[src/rtl/alu_ctrl_pkg.sv]
// Shared opcode constants, FSM state encoding and width default for the
// ALU sequencing stage.
package alu_ctrl_pkg;

  localparam int ALU_DATA_W = 8;

  localparam logic [1:0] OP_MUL = 2'b00;
  localparam logic [1:0] OP_ADD = 2'b01;
  localparam logic [1:0] OP_SUB = 2'b10;
  localparam logic [1:0] OP_ILL = 2'b11;

  typedef enum logic [1:0] {
    ST_IDLE = 2'b00,
    ST_EXEC = 2'b01,
    ST_HOLD = 2'b10
  } state_t;

  // The ALU floats its output for the illegal opcode, so that code is never
  // allowed to reach it; a harmless add is issued instead.
  function automatic logic [1:0] safe_sel(input logic [1:0] op);
    return (op == OP_ILL) ? OP_ADD : op;
  endfunction

endpackage

[src/rtl/alu_seq_ctrl.sv]
// Request/capture sequencer around the combinational ALU: registers operands
// onto the ALU, captures its output after one settle cycle, holds the result.
module alu_seq_ctrl
  import alu_ctrl_pkg::*;
#(
  parameter int DATA_W = ALU_DATA_W
) (
  input  logic              clk,
  input  logic              rst_n,
  input  logic              in_valid,
  output logic              in_ready,
  input  logic [DATA_W-1:0] in_a,
  input  logic [DATA_W-1:0] in_b,
  input  logic [1:0]        in_op,
  input  logic              in_use_acc,
  output logic [DATA_W-1:0] alu_a,
  output logic [DATA_W-1:0] alu_b,
  output logic [1:0]        alu_sel,
  input  logic [DATA_W-1:0] alu_out,
  output logic              res_valid,
  input  logic              res_ready,
  output logic [DATA_W-1:0] res_data,
  output logic              res_zero,
  output logic              res_err,
  output logic [DATA_W-1:0] acc
);

  state_t            state_q;
  logic              in_ready_q;
  logic              res_valid_q;
  logic [DATA_W-1:0] alu_a_q;
  logic [DATA_W-1:0] alu_b_q;
  logic [1:0]        alu_sel_q;
  logic              err_q;
  logic [DATA_W-1:0] res_data_q;
  logic              res_zero_q;
  logic              res_err_q;
  logic [DATA_W-1:0] acc_q;

  logic [DATA_W-1:0] cap_data_d;
  logic              cap_zero_d;

  // An illegal request never looks at alu_out: the result is forced to zero.
  always_comb begin
    cap_data_d = '0;
    cap_zero_d = 1'b1;
    if (!err_q) begin
      cap_data_d = alu_out;
      cap_zero_d = (alu_out == '0);
    end
  end

  always_ff @(posedge clk or negedge rst_n) begin
    if (!rst_n) begin
      state_q     <= ST_IDLE;
      in_ready_q  <= 1'b1;
      res_valid_q <= 1'b0;
      alu_a_q     <= '0;
      alu_b_q     <= '0;
      alu_sel_q   <= OP_ADD;
      err_q       <= 1'b0;
      res_data_q  <= '0;
      res_zero_q  <= 1'b0;
      res_err_q   <= 1'b0;
      acc_q       <= '0;
    end else begin
      unique case (state_q)
        ST_IDLE: begin
          if (in_valid) begin
            alu_a_q    <= in_use_acc ? acc_q : in_a;
            alu_b_q    <= in_b;
            alu_sel_q  <= safe_sel(in_op);
            err_q      <= (in_op == OP_ILL);
            in_ready_q <= 1'b0;
            state_q    <= ST_EXEC;
          end
        end
        ST_EXEC: begin
          res_data_q  <= cap_data_d;
          res_zero_q  <= cap_zero_d;
          res_err_q   <= err_q;
          if (!err_q) begin
            acc_q <= alu_out;
          end
          res_valid_q <= 1'b1;
          state_q     <= ST_HOLD;
        end
        ST_HOLD: begin
          // Results stay on the outputs after acceptance; only valid drops.
          if (res_ready) begin
            res_valid_q <= 1'b0;
            in_ready_q  <= 1'b1;
            state_q     <= ST_IDLE;
          end
        end
        default: begin
          res_valid_q <= 1'b0;
          in_ready_q  <= 1'b1;
          state_q     <= ST_IDLE;
        end
      endcase
    end
  end

  assign in_ready  = in_ready_q;
  assign res_valid = res_valid_q;
  assign alu_a     = alu_a_q;
  assign alu_b     = alu_b_q;
  assign alu_sel   = alu_sel_q;
  assign res_data  = res_data_q;
  assign res_zero  = res_zero_q;
  assign res_err   = res_err_q;
  assign acc       = acc_q;

endmodule

[config.mk]
export PLATFORM = sky130hd
export DESIGN_NAME = alu_seq_ctrl
export DESIGN_NICKNAME = d
export VERILOG_FILES = /design/src/rtl/alu_ctrl_pkg.sv /design/src/rtl/alu_seq_ctrl.sv
export SDC_FILE = /design/constraint.sdc
export NUM_CORES = 1
export LEC_CHECK = 0
export BUFFER_PORTS_ARGS = -buffer_cell sky130_fd_sc_hd__buf_2
export CORE_MARGIN = 3
export CORE_UTILIZATION = 35
export DETAILED_ROUTE_END_ITERATION = 10
export PLACE_DENSITY = 0.64
export SYNTH_ARGS = -nofsm -noshare
export SYNTH_HDL_FRONTEND = slang
export SYNTH_SLANG_ARGS = --single-unit
[constraint.sdc]
create_clock -name clk -period 1.31 [get_ports clk]
set_input_delay 0.0655 -clock clk [delete_from_list [all_inputs] [get_ports clk]]
set_output_delay 0.0655 -clock clk [all_outputs]
set_load 0.05 [all_outputs]
==> Word-level counts from Yosys, hierarchy flattened <==
Index checks and enable logic that the tools add are counted.
{ "word_totals": {"elab_cells": 38, "mem_bits_rw": 0, "latch_bits": 0, "mem_count": 0, "output_inout_bits": 38, "rom_bits": 0, "inputBits": 31, "reg_bits": 41} }
{ "classes": {"div_mod_pow": 0, "mul": 0, "add_sub_neg": 0, "n_bitwise": 3, "shifts": 0, "n_eq_ne": 5, "reduce_logical": 7, "n_mux": 12, "order_cmp": 0} }
{ "op_table": {"columns": ["op", "n"], "rows": [
  ["$mux 8", 2],
  ["$logic_not 8->1", 1],
  ["$reduce_and 2->1", 4],
  ["$mux 2", 3],
  ["$pmux 1 s3", 2],
  ["$pmux 2 s3", 1],
  ["$eq 2x2->1 const B", 2],
  ["$mux 1", 4],
  ["$ne 2x2->1 const B", 2],
  ["$not 1->1", 3],
  ["$reduce_and 3->1", 1],
  ["$eq 2x1->1 const B", 1],
  ["$logic_not 2->1", 1]
]} }

==> Logic depth before layout (Yosys ltp) <==
{ "logic_depth": {"ltp_word": 3, "ltp_mapped": 4, "ltp_nobuf": 3} }

==> Least setup slack after synthesis <==
No wires, ideal clock.
{ "synth_path": {"path_type": "register to register", "from": "reg state_q[0]", "to": "reg alu_b_q[0], in the netlist alu_b[0]", "slack_ns": 0.057, "t_required_ns": 1.182, "n_path_buf": 1, "period_less_slack_ns": 1.253, "setup_time_ns": 0.128, "t_arrival_ns": 1.125, "stages_incl_launch_ff": 4, "cell_sequence": "dfrtp_1 nor3b_2 buf_4 mux2_1"} }
{ "synth_via": {"elab_chain_cells": 2} }
{ "synth_rtl": {"columns": ["element", "line", "rtl"], "rows": [
  ["start: declaration", "alu_seq_ctrl.sv:28", "state_t state_q;"],
  ["start signal: assignment", "alu_seq_ctrl.sv:55", "state_q <= ST_IDLE;"],
  ["start signal: assignment", "alu_seq_ctrl.sv:75", "state_q <= ST_EXEC;"],
  ["start signal: assignment", "alu_seq_ctrl.sv:86", "state_q <= ST_HOLD;"],
  ["$logic_not 2->1", "alu_seq_ctrl.sv:67", "unique case (state_q)"],
  ["$reduce_and 2->1 (no source line)", null, null],
  ["end signal: assignment", "alu_seq_ctrl.sv:71", "alu_b_q <= in_b;"],
  ["end: declaration", "alu_seq_ctrl.sv:32", "logic [DATA_W-1:0] alu_b_q;"]
]} }
Every way passes these cells.
A chain may end at the register's enable or synchronous reset.

==> Worst setup path after layout <==
{ "layout_path": {"from": "reg state_q[1]", "to": "reg acc_q[2], in the netlist acc[2]"} }
{ "layout_via": {"elab_chain_cells": 2} }
{ "layout_rtl": {"columns": ["element", "line", "rtl"], "rows": [
  ["$eq 2x1->1", "alu_seq_ctrl.sv:67", null],
  ["$reduce_and 2->1 (no source line)", null, null],
  ["end signal: assignment", "alu_seq_ctrl.sv:83", "acc_q <= alu_out;"],
  ["end: declaration", "alu_seq_ctrl.sv:38", "logic [DATA_W-1:0] acc_q;"]
]} }
Every way passes these cells.

==> flow_summary.yaml <==
floorplanning:
  io_pins: 69
  fp-row-count: 24
  start_util_pct: 36.9
  core_area_mm2: 0.00441
  dieArea_mm2: 0.00551
  die_h_um: 74.3
  die_w_um: 74.3
detailed_routing:
  first_pass_iters: 4
  drc_errors: 0
  avgRoutedWirePerCell_um: 13.5
  initialDrtViolationCount: 68
  drt-total-wl_mm: 3.49
  viasPerCell: 4.56
  via_count: 1177
  ant_nets: 0
timing:
  holdWs_ns: 0.00665
  period_share_pct: 99.5
  fin_crit_ns: 1.30
  slew_headroom_pct: 80.5
  hold_viol: 0
  slew_violations: 0
  tns_ns: 0
  fmax_mhz: 767
  fin_worst_skew_ns: 0.00606
  rsz0062_at_grt: "yes"
  setup_violations: 0
  worst_pin_slew_ns: 0.290
global_routing:
  grt_first_pass_wirelength_mm: 5.66
  track_usage_pct: 13.3
  grt_pass1_vias: 1218
  overflow: 0
  antenna_found_initial: 0
  grt_start_max_net_pins: 42
place:
  place_congestion: 0.703
  hpwl_mm: 2.63
  dp.cells: 243
  placed_area_mm2: 0.00210
  io_buffers: 68
setup_path:
  critPathLaunchType: "register"
  required_ns: 1.48
  ff2ff_path_depth: 3
  worstPathMaxFanout: 10
  r2r-end: "acc[2]$_DFFE_PN0P_"
  cp.arrival_ns: 1.47
  r2r_start: "state_q[1]$_DFFE_PN0P_"
  worstSetupEndpointType: "register"
  critical_path_class: "reg2reg"
  reg2reg_setup_slack_ns: 0.007
hold_path:
  worstHoldStart: "in_b[6]"
  whs_path_depth: 2
  min_to: "alu_b[6]$_DFFE_PN0P_"
  min_path_type: "in2reg"
cells_and_area:
  instances_no_fill: 258
  fin_area_mm2: 0.00229
  ff_latch_area_mm2: 0.00103
  num_antenna_cells: 0
  n_fill_cell: 405
  multiInputGateArea_um2: 558
  nets: 236
  drive_gt1_share_pct: 46.1
  syn_to_final_growth_pct: 40.3
cts:
  clk_latency_ns: 0.29
  cts_setup_buffers: 0
  cts_made_buffers: 5
  cts_tree: "yes"
  clkTransAtPathRegs_ns: 0.07
  cts_buffer_depth: 2
  clock_sinks: 41
  root_buffer: "clkbuf_8"
  cts_resized: 0
  htree_levels: 2
logic_synthesis:
  muxShareOfSynthArea_pct: 16.7
  syn_avg_cell_area_um2: 13.5
  synth_xor_area_share_pct: 0
  synth-edff-count: 0
  async_flop_share_pct: 100
  synth_flop_cell: "dfrtp_1"
  synth.distinct_cells: 25
  ys_ff_latch: 41
  synth_fa_ha_area_share_pct: 0
  syn_inst: 121
  yosysSeqAreaShare_pct: 63.1
  yosys_warnings: 0
  synth-simple-area-share_pct: 8.14
  synthesis.area_mm2: 0.00163
  synth_top_family_by_area: "multiplexers"
  syn_nets: 152
  synth-compound-area-share_pct: 9.06
run_status:
  outcome: "finished, final reports clean"
run:
  cap_violations: 0
==> placed cells by master (no fill, tap or decap) <==
master and count:
o21a_1 1, nand2b_1 1, dlygate4sd3_1 7, mux2_1 10, buf_12 3, buf_2 68
inv_1 3, nand3b_1 1, o21ai_0 3, clkbuf_8 6, nand2b_2 1, nor4_1 2
nor2_1 10, nor3b_4 1, nor2_8 1, clkbuf_1 1, buf_4 5, dfstp_2 2
nor3_1 1, bufinv_16 1, dfrtp_1 39, nor2b_1 1, a21oi_1 11, nand3_1 1
a22o_1 8, nand2_1 3, mux2i_1 8, mux2_2 7
==> layout make-up <==
cell class                 count  area share (%)
sequential                    41            45.0
inverter                       3           0.492
tap                           52            2.84
multi-input combinational     71            24.4
timing repair buffer          83            22.2
clock inverter                 1            1.31
clock buffer                   7            3.77
==> state kept, by name, summed over array words and instances, names as in the netlist <==
| name | cells |
|---|---|
| err_q | 1 |
| in_ready | 1 |
| alu_sel | 2 |
| alu_a | 8 |
| res_data | 8 |
| res_zero | 1 |
| res_err | 1 |
| res_valid | 1 |
| acc | 8 |
| state_q | 2 |
| alu_b | 8 |
==> cell usage after synthesis, types with 2 or more instances <==
master,number,area (um2)
nor2_1,10,37.5
a22o_1,8,70.1
mux2i_1,8,80.1
a21oi_1,11,55.1
dfstp_2,2,52.6
o21ai_0,3,15.0
dfrtp_1,39,976
mux2_1,10,113
nand2_1,3,11.3
mux2_2,7,78.8
buf_2,3,15.0
nor4_1,2,12.5
inv_1,3,11.3
==> worst max-delay path, cell delays in order, from the launching register on <==
cell	delay, ns
dfrtp_1	0.42
nand2b_2	0.24
nor2_8	0.18
mux2_2	0.35
==> metrics by stage <==
stage | worst slack [ns] | utilization (%)
6_report | 0.00678 | 51.8
5_1_grt | -0.0180 | 51.8
4_1_cts | 0.00365 | 51.8
3_5_place_dp | 0.0206 | 47.6
3_3_place_gp | 0.0311 | 47.6
2_1_floorplan | 0.0571 | -
==> metal layers <==
metal,vias to the layer above,track usage [%],wire (um)
met4,0,4.74,38
met3,4,2.84,157
li1,590,-,-
met2,26,21.2,1720
met5,-,0,0
met1,557,18.1,1580
==> worst max path at each step <==
stage | start | to | cells past startpoint
6_report | state_q[1]$_DFFE_PN0P_ | acc[2]$_DFFE_PN0P_ | 3
5_1_grt | state_q[1]$_DFFE_PN0P_ | acc[4]$_DFFE_PN0P_ | 3
4_1_cts | state_q[1]$_DFFE_PN0P_ | acc[2]$_DFFE_PN0P_ | 3
3_5_place_dp | state_q[1]$_DFFE_PN0P_ | acc[6]$_DFFE_PN0P_ | 3
3_3_place_gp | state_q[1]$_DFFE_PN0P_ | acc[6]$_DFFE_PN0P_ | 3
2_1_floorplan | state_q[0]$_DFFE_PN0P_ | alu_b[0]$_DFFE_PN0P_ | 3
==> repair_timing <==
action | in CTS | in global routing
hold endpoints to repair | 47 | 0
hold buffers | 7 | 0
setup endpoints to repair | 0 | 7
==> kinds of logic after synthesis <==
| logic type | after synthesis |
|---|---|
| muxes | 25 |
| AOI/OAI and AO/OA | 23 |
| buffers and inverters | 9 |
| and+or+nand+nor | 23 |
| DFF | 41 |
Power is left out: the tool's default activity adds up to more than one toggle a clock period on the data nets, which glitch-free logic cannot reach.
